## config.mk

```make
export PLATFORM = sky130hd
export DESIGN_NAME = ps2_key_rx
export DESIGN_NICKNAME = d
export VERILOG_FILES = /design/src/rtl/ps2_key_rx.sv
export SDC_FILE = /design/constraint.sdc
export NUM_CORES = 1
export LEC_CHECK = 0
export ABC_AREA = 1
export CORE_MARGIN = 2
export CORE_UTILIZATION = 50
export CTS_BUF_LIST = sky130_fd_sc_hd__clkbuf_2 sky130_fd_sc_hd__clkbuf_4 sky130_fd_sc_hd__clkbuf_8
export CTS_CLUSTER_SIZE = 25
export DETAILED_ROUTE_END_ITERATION = 16
export GPL_TIMING_DRIVEN = 0
export PLACE_DENSITY = 0.66
export SLEW_MARGIN = 20
export SYNTH_ARGS = -nofsm -noshare
export SYNTH_HDL_FRONTEND = slang
export SYNTH_SLANG_ARGS = --single-unit
```

## constraint.sdc

```tcl
create_clock -name clk -period 1.75 [get_ports clk]
set_input_delay 0.2625 -clock clk [delete_from_list [all_inputs] [get_ports clk]]
set_output_delay 0.2625 -clock clk [all_outputs]
set_load 0.005 [all_outputs]
```

## src/rtl/ps2_key_rx.sv

```systemverilog
// ps2_key_rx: PS/2 keyboard receiver decoding set-2 make/break codes into jump and restart controls.
module ps2_key_rx #(
  parameter int FILTER_LEN = 8,
  parameter int TIMEOUT_CYC = 200000,
  parameter logic [7:0] JUMP_CODE = 8'h29,
  parameter logic [7:0] RESTART_CODE = 8'h5A
) (
  input  logic       clk,
  input  logic       restart,
  input  logic       ps2_clk,
  input  logic       ps2_data,
  output logic [7:0] scan_code,
  output logic       code_valid,
  output logic       frame_err,
  output logic       jump,
  output logic       jump_pulse,
  output logic       restart_key
);
  localparam int FW = $clog2(FILTER_LEN + 1);
  localparam int TW = $clog2(TIMEOUT_CYC + 1);
  typedef enum logic [1:0] {IDLE, DATA, PARITY, STOP} state_t;
  state_t state, state_nx;
  logic [1:0] clk_s, dat_s;
  logic flt, flt_d, fall, timeout, done, good, is_brk, is_ext, key_map;
  logic jump_set, jump_clr, rst_hit, brk, ext, par;
  logic [FW-1:0] fcnt;
  logic [TW-1:0] tcnt;
  logic [2:0] bcnt;
  logic [7:0] sh;
  // the filtered clock only follows the synchronized line after FILTER_LEN disagreeing samples in a row
  always_ff @(posedge clk or negedge restart)
    if (!restart) begin
      clk_s <= '1;
      dat_s <= '1;
      flt   <= 1'b1;
      flt_d <= 1'b1;
      fcnt  <= '0;
    end else begin
      clk_s <= {clk_s[0], ps2_clk};
      dat_s <= {dat_s[0], ps2_data};
      flt_d <= flt;
      if (clk_s[1] == flt) fcnt <= '0;
      else if (fcnt == FW'(FILTER_LEN - 1)) begin
        flt  <= clk_s[1];
        fcnt <= '0;
      end else fcnt <= fcnt + 1'b1;
    end
  assign fall = flt_d & ~flt;
  assign timeout = (state != IDLE) && !fall && (tcnt == TW'(TIMEOUT_CYC - 1));
  always_ff @(posedge clk or negedge restart)
    if (!restart) state <= IDLE;
    else state <= state_nx;
  always_comb begin
    state_nx = state;
    if (timeout) state_nx = IDLE;
    else if (fall)
      case (state)
        IDLE:    state_nx = dat_s[1] ? IDLE : DATA;
        DATA:    state_nx = (bcnt == 3'd7) ? PARITY : DATA;
        PARITY:  state_nx = STOP;
        default: state_nx = IDLE;
      endcase
  end
  always_comb begin
    done     = fall && (state == STOP);
    good     = dat_s[1] && ^{sh, par};
    is_brk   = sh == 8'hF0;
    is_ext   = sh == 8'hE0;
    key_map  = done && good && !is_brk && !is_ext && !ext;
    jump_set = key_map && (sh == JUMP_CODE) && !brk;
    jump_clr = key_map && (sh == JUMP_CODE) && brk;
    rst_hit  = key_map && (sh == RESTART_CODE) && !brk;
  end
  always_ff @(posedge clk or negedge restart)
    if (!restart) begin
      tcnt <= '0;
      bcnt <= '0;
      sh   <= '0;
      par  <= 1'b0;
    end else begin
      tcnt <= (state == IDLE || fall || timeout) ? '0 : tcnt + 1'b1;
      if (fall && state == IDLE) bcnt <= '0;
      if (fall && state == DATA) begin
        sh   <= {dat_s[1], sh[7:1]};
        bcnt <= bcnt + 1'b1;
      end
      if (fall && state == PARITY) par <= dat_s[1];
    end
  // prefixes only set their own flag; a key byte, bad frame or timeout clears both
  always_ff @(posedge clk or negedge restart)
    if (!restart) begin
      scan_code   <= '0;
      code_valid  <= 1'b0;
      frame_err   <= 1'b0;
      jump        <= 1'b0;
      jump_pulse  <= 1'b0;
      restart_key <= 1'b0;
      brk         <= 1'b0;
      ext         <= 1'b0;
    end else begin
      code_valid  <= done && good;
      frame_err   <= (done && !good) || timeout;
      jump_pulse  <= jump_set && !jump;
      restart_key <= rst_hit;
      if (done && good) scan_code <= sh;
      jump <= jump_set ? 1'b1 : jump_clr ? 1'b0 : jump;
      brk  <= (done && good) ? (is_brk | (is_ext & brk)) : (done || timeout) ? 1'b0 : brk;
      ext  <= (done && good) ? (is_ext | (is_brk & ext)) : (done || timeout) ? 1'b0 : ext;
    end
endmodule
```

Word-level counts from Yosys, hierarchy flattened
Index checks and enable logic that the tools add are counted.

word-level totals
  register bits = 57
  bits in latches = 0
  memory bits (writable) = 0
  ROM bits = 0
  memories kept = 0

operators by class
  add/sub/neg operators = 3
  multiply operators = 0
  div/mod/pow operators = 0
  magnitude comparators = 0
  eq/ne operators = 11
  shifts and indexed selects = 0
  mux-type cells = 15
  bitwise logic cells = 7
  reduce and logical (&&, ||, !) cells = 37

operators by type and width
  operator                                       count
  adder 18 x 1 -> 18 bit, second input constant  1
  == test 18 bit, second input constant          1
  logical AND 1 bit                              18
  2-to-1 mux 18 bit                              1
  == test 8 bit, second input constant           2
  nonzero test 2 bit                             5
  parity 9 bit                                   1
  == test 8 x 6 -> 1 bit, second input constant  1
  == test 8 x 7 -> 1 bit, second input constant  1
  2-to-1 mux 4 bit                               2
  logical NOT 1 bit                              7
  2-to-1 mux 1 bit                               6
  2-to-1 mux 2 bit                               3
  2-to-1 mux 3 bit                               2
  one-hot mux 2 bit (3 select lines)             1
  adder 4 x 1 -> 4 bit, second input constant    1
  == test 2 bit, second input constant           2
  == test 4 x 3 -> 1 bit, second input constant  1
  logical OR 1 bit                               4
  adder 3 x 1 -> 3 bit, second input constant    1
  bitwise AND 1 bit                              3
  == test 3 bit, second input constant           1
  == test 2 x 1 -> 1 bit, second input constant  1
  logical NOT 2 bit                              1
  4 further kinds                                6

Longest topological paths before layout
  depth after elaboration = 11
  mapped depth = 13

Worst setup path after synthesis
No wires, ideal clock.

  path kind = reg-to-reg
  from = register flt_d
  to = register sh[6]
  library setup time = 130 ps
  arrival = 1454 ps
  setup slack = 165 ps
  cell stages (with the launch flop) = 9
  buffers on the path = 1
  clock period less this slack = 1585 ps
  cell sequence = dfstp_2 -> inv_1 -> nor2_1 -> inv_1 -> nor2_1 -> nand2_1 -> clkbuf_1 -> nand2_1 -> o21ai_0

on the way
  cells in the longest elaborated chain, start to end = 2

ends and longest elaborated chain
  item                    line  text
  start, declared         24    logic flt, flt_d, fall, timeout, done, good, is_brk, is_ext, key_map;
  start signal, assigned  41    flt_d <= flt;
  bitwise AND 1 bit       48    assign fall = flt_d & ~flt;
  logical AND 1 bit       83    if (fall && state == DATA) begin
  end signal, assigned    84    sh <= {dat_s[1], sh[7:1]};
  end, declared           29    logic [7:0] sh;

No other way between the ends.
A chain may end at the register's enable or synchronous reset.

Worst setup path in the final report
  from = register sh[5]
  to = register jump_pulse

on the way
  cells in the longest elaborated chain, start to end = 9

ends and longest elaborated chain
  item                                 line  text
  parity 9 bit                         66    good = dat_s[1] && ^{sh, par};
  logical AND 1 bit                    66
  logical AND 1 bit (4 in series)      69    key_map = done && good && !is_brk && !is_ext && !ext;
  logical AND 1 bit (*) (2 in series)  70    jump_set = key_map && (sh == JUMP_CODE) && !brk;
  logical AND 1 bit (*)                103   jump_pulse <= jump_set && !jump;
  end signal, assigned                 103
  end, declared                        16    output logic jump_pulse,

Mark *: on every way between the ends. The rest lies on a longest branch, timed or not.

==> out/qor.csv <==
metric;value;unit
status;finished, violations left;
violated checks;hold timing, setup timing;
total leakage power;1.51;nW
Hold Path Class;in2async;
vias;2158;
WL final;5280;um
final hold violation count;31;
clk buf depth;2;
Max VDD drop;0.000610;V
Place WS;-259;ps
Area growth syn-to-layout;25.6;%
Yosys top cell area share;48.1;%
Yosys cell types;31;
largest net degree at the start of global routing;58;
TritonCTS clock tree;done;
CP required;2010;ps
GR Util All Layers;18.9;%
Initial Util;51.9;%
Clock Power Share;34.1;%
vias in the first global route;1950;
dominant cell type by area after synthesis;dfrtp_1;
Tmin final;1790;ps
initial antenna violation count;0;
DRC viols;0;
combinational group share of total power;20.1;%
Final #Nets;354;
internal cell power;2.39;mW
measured slew at the worst slew-check pin;704;ps
Syn Nets;315;
GPL Wtd Cong;0.850;
CP Capture Type;flip-flop;
max-slew violations;0;
flops & latches, synth;57;
DP HPWL;3300;um
die span in y;76.8;um
switching part of the total;30.0;%
P_sw;1.03;mW
top cells by area, synth;dfrtp_1 48%, nand2_1 12%, dfstp_2 5.9%;
max-cap violations;0;
IO Port Bufs;16;
Final period util;102;%
worst hold slack;-22.5;ps
Cell Count, Final, Fillers Out;421;
grt ovf;0;
io pins;17;
Max transition margin;53.0;%
final setup fails;2;
die width;76.8;um
Synth Area per Inst;8.64;sq um
startpoint types;flip-flop;
Mapped Area;0.00265;sq mm
CTS sink count;57;
CTS clk-pin slew, worst paths;60;ps
Die ar.;0.00590;sq mm
# diodes;0;
WL/cell;12.5;um
CORE AREA;0.00511;sq mm
FP Rows;26;
Starting DRT DRC Count;133;
CP Class;reg2reg;
sequential area share after synthesis;54.1;%
CTS Root Cell;clkbuf_8;
maximum clock rate;0.560;GHz
via/cell ratio;5.13;
# placed instances;393;
Worst EP arrival;2050;ps
final antenna-violating net count;0;
crit path max fanout;5;
Flop pwr share;45.8;%
final setup TNS;-47.4;ps
share of cells above drive strength 1;25.1;%
worst setup margin;-35.7;ps
clk_skew;7.12;ps
cell area power density;1030;mW/mm^2
RSZ-0062 raised after global routing;true;
TritonRoute pass-1 iters;4;
Mapped Cells;307;
total CTS buffers;9;
Yosys Warn Count;0;
first-pass GRT wire length;8750;um
CTS HTree Levels;3;
worst skew pair latency;330;ps
[critical path, stage by stage, from the launching register on]
cell	delay, ps
dfrtp_2	460
inv_4	100
nand2_1	70
nand2_2	70
nand2_2	60
nand2_1	60
nand2_1	60
nand3_1	80
nand3_2	110
nor2_4	230
buf_6	180
nand4_4	90
nor2_2	140
[routing by layer]
metal  GRT usage, %  wire length [um]
met5              0                 0
met4           11.5               136
met3           3.53               152
met2           27.1              2320
met1           26.7              2670
[synth_stat cells (all sizes together)]
cell type,number
a21oi,10
a31oi,1
and3,1
buf,3
clkbuf,2
dfrtp,51
dfstp,6
ha,4
inv,35
mux2,1
nand2,82
nand3,19
nand3b,2
nand4,9
nor2,31
nor3,11
nor3b,1
nor4,1
o21a,9
o21ai,21
or2,1
xnor2,2
xor2,4
[power groups by stage]
stage               clock, mW  sequential (mW)  combinational, mW
finish                   1.17             1.57              0.687
global route             1.27             1.59              0.803
CTS                      1.20             1.56              0.611
detailed placement          0             1.58              0.589
global placement            0             1.58              0.578
floorplan                   0             1.56              0.450
[registers in the layout (all words and copies together), names as in the netlist, 2 cells and up]
register	flops
fcnt	4
tcnt	18
scan_code	8
bcnt	3
sh	8
dat_s	2
state	2
clk_s	2
[placed cells by master (no fill, tap or decap), types with 5 or more instances in the layout]
cell type / count
dfrtp_2: 5
nand2_1: 63
dfstp_2: 6
nand2_2: 19
clkdlybuf4s50_1: 15
a21oi_1: 10
nand4_1: 8
nand3_1: 16
inv_1: 30
nor2_1: 21
o21ai_0: 20
dfrtp_1: 46
clkbuf_8: 13
nor3_1: 9
nor2_2: 6
buf_4: 12
o21a_1: 9
[cell type report]
type / count / area (sq um)
Buffer: 4 / 37.5
Clock buffer: 14 / 186
Clock inverter: 2 / 10.0
Fill cell: 456 / 1780
Inverter: 35 / 139
Multi-Input combinational cell: 210 / 1170
Sequential cell: 57 / 1440
Tap cell: 70 / 87.6
Timing Repair Buffer: 29 / 259
[path summary, 6_finish.rpt]
kind                       slack [ps]     start  cells after the start          to
min reg2reg                       360  clk_s[0]                      0    clk_s[1]
min in group clk                  340   ps2_clk                      1    clk_s[0]
max in group asynchronous        1260   restart                      1       sh[0]
min                               -20   restart                      1     fcnt[1]
max                               -40     sh[5]                     12  jump_pulse
max reg2reg                       -40     sh[5]                     12  jump_pulse
[kinds of logic (layout without fill, tap and decap cells)]
kind of cell / after synthesis / after routing / synth area share, %
and+or+nand+nor: 158 / 158 / 26.9
adders and majority gates: 4 / 4 / 1.89
buffers and inverters: 40 / 84 / 6.13
AOI/OAI and AO/OA: 41 / 41 / 8.63
xor gates and xnor gates: 6 / 6 / 1.98
muxes: 1 / 1 / 0.424
DFF: 57 / 57 / 54.1
[through the flow]
stage / utilization [%] / total power, mW / cell area (sq um)
after detailed placement: 56.7 / 2.17 / 2900
after global placement: 56.8 / 2.16 / 2900
final: 65.2 / 3.42 / 3330
after global routing: 65.2 / 3.66 / 3330
after CTS: 61.0 / 3.37 / 3120
after floorplan: - / 2.01 / 2650
[repair_timing]
action | CTS | global route
hold buffers | 0 | 0
resized for setup | 5 | 46
pin swaps | 0 | 14
setup buffers | 1 | 10
endpoints found under the setup margin | 12 | 30
gates cloned | 0 | 2
Note: power is estimated with default switching activity, not from simulation.
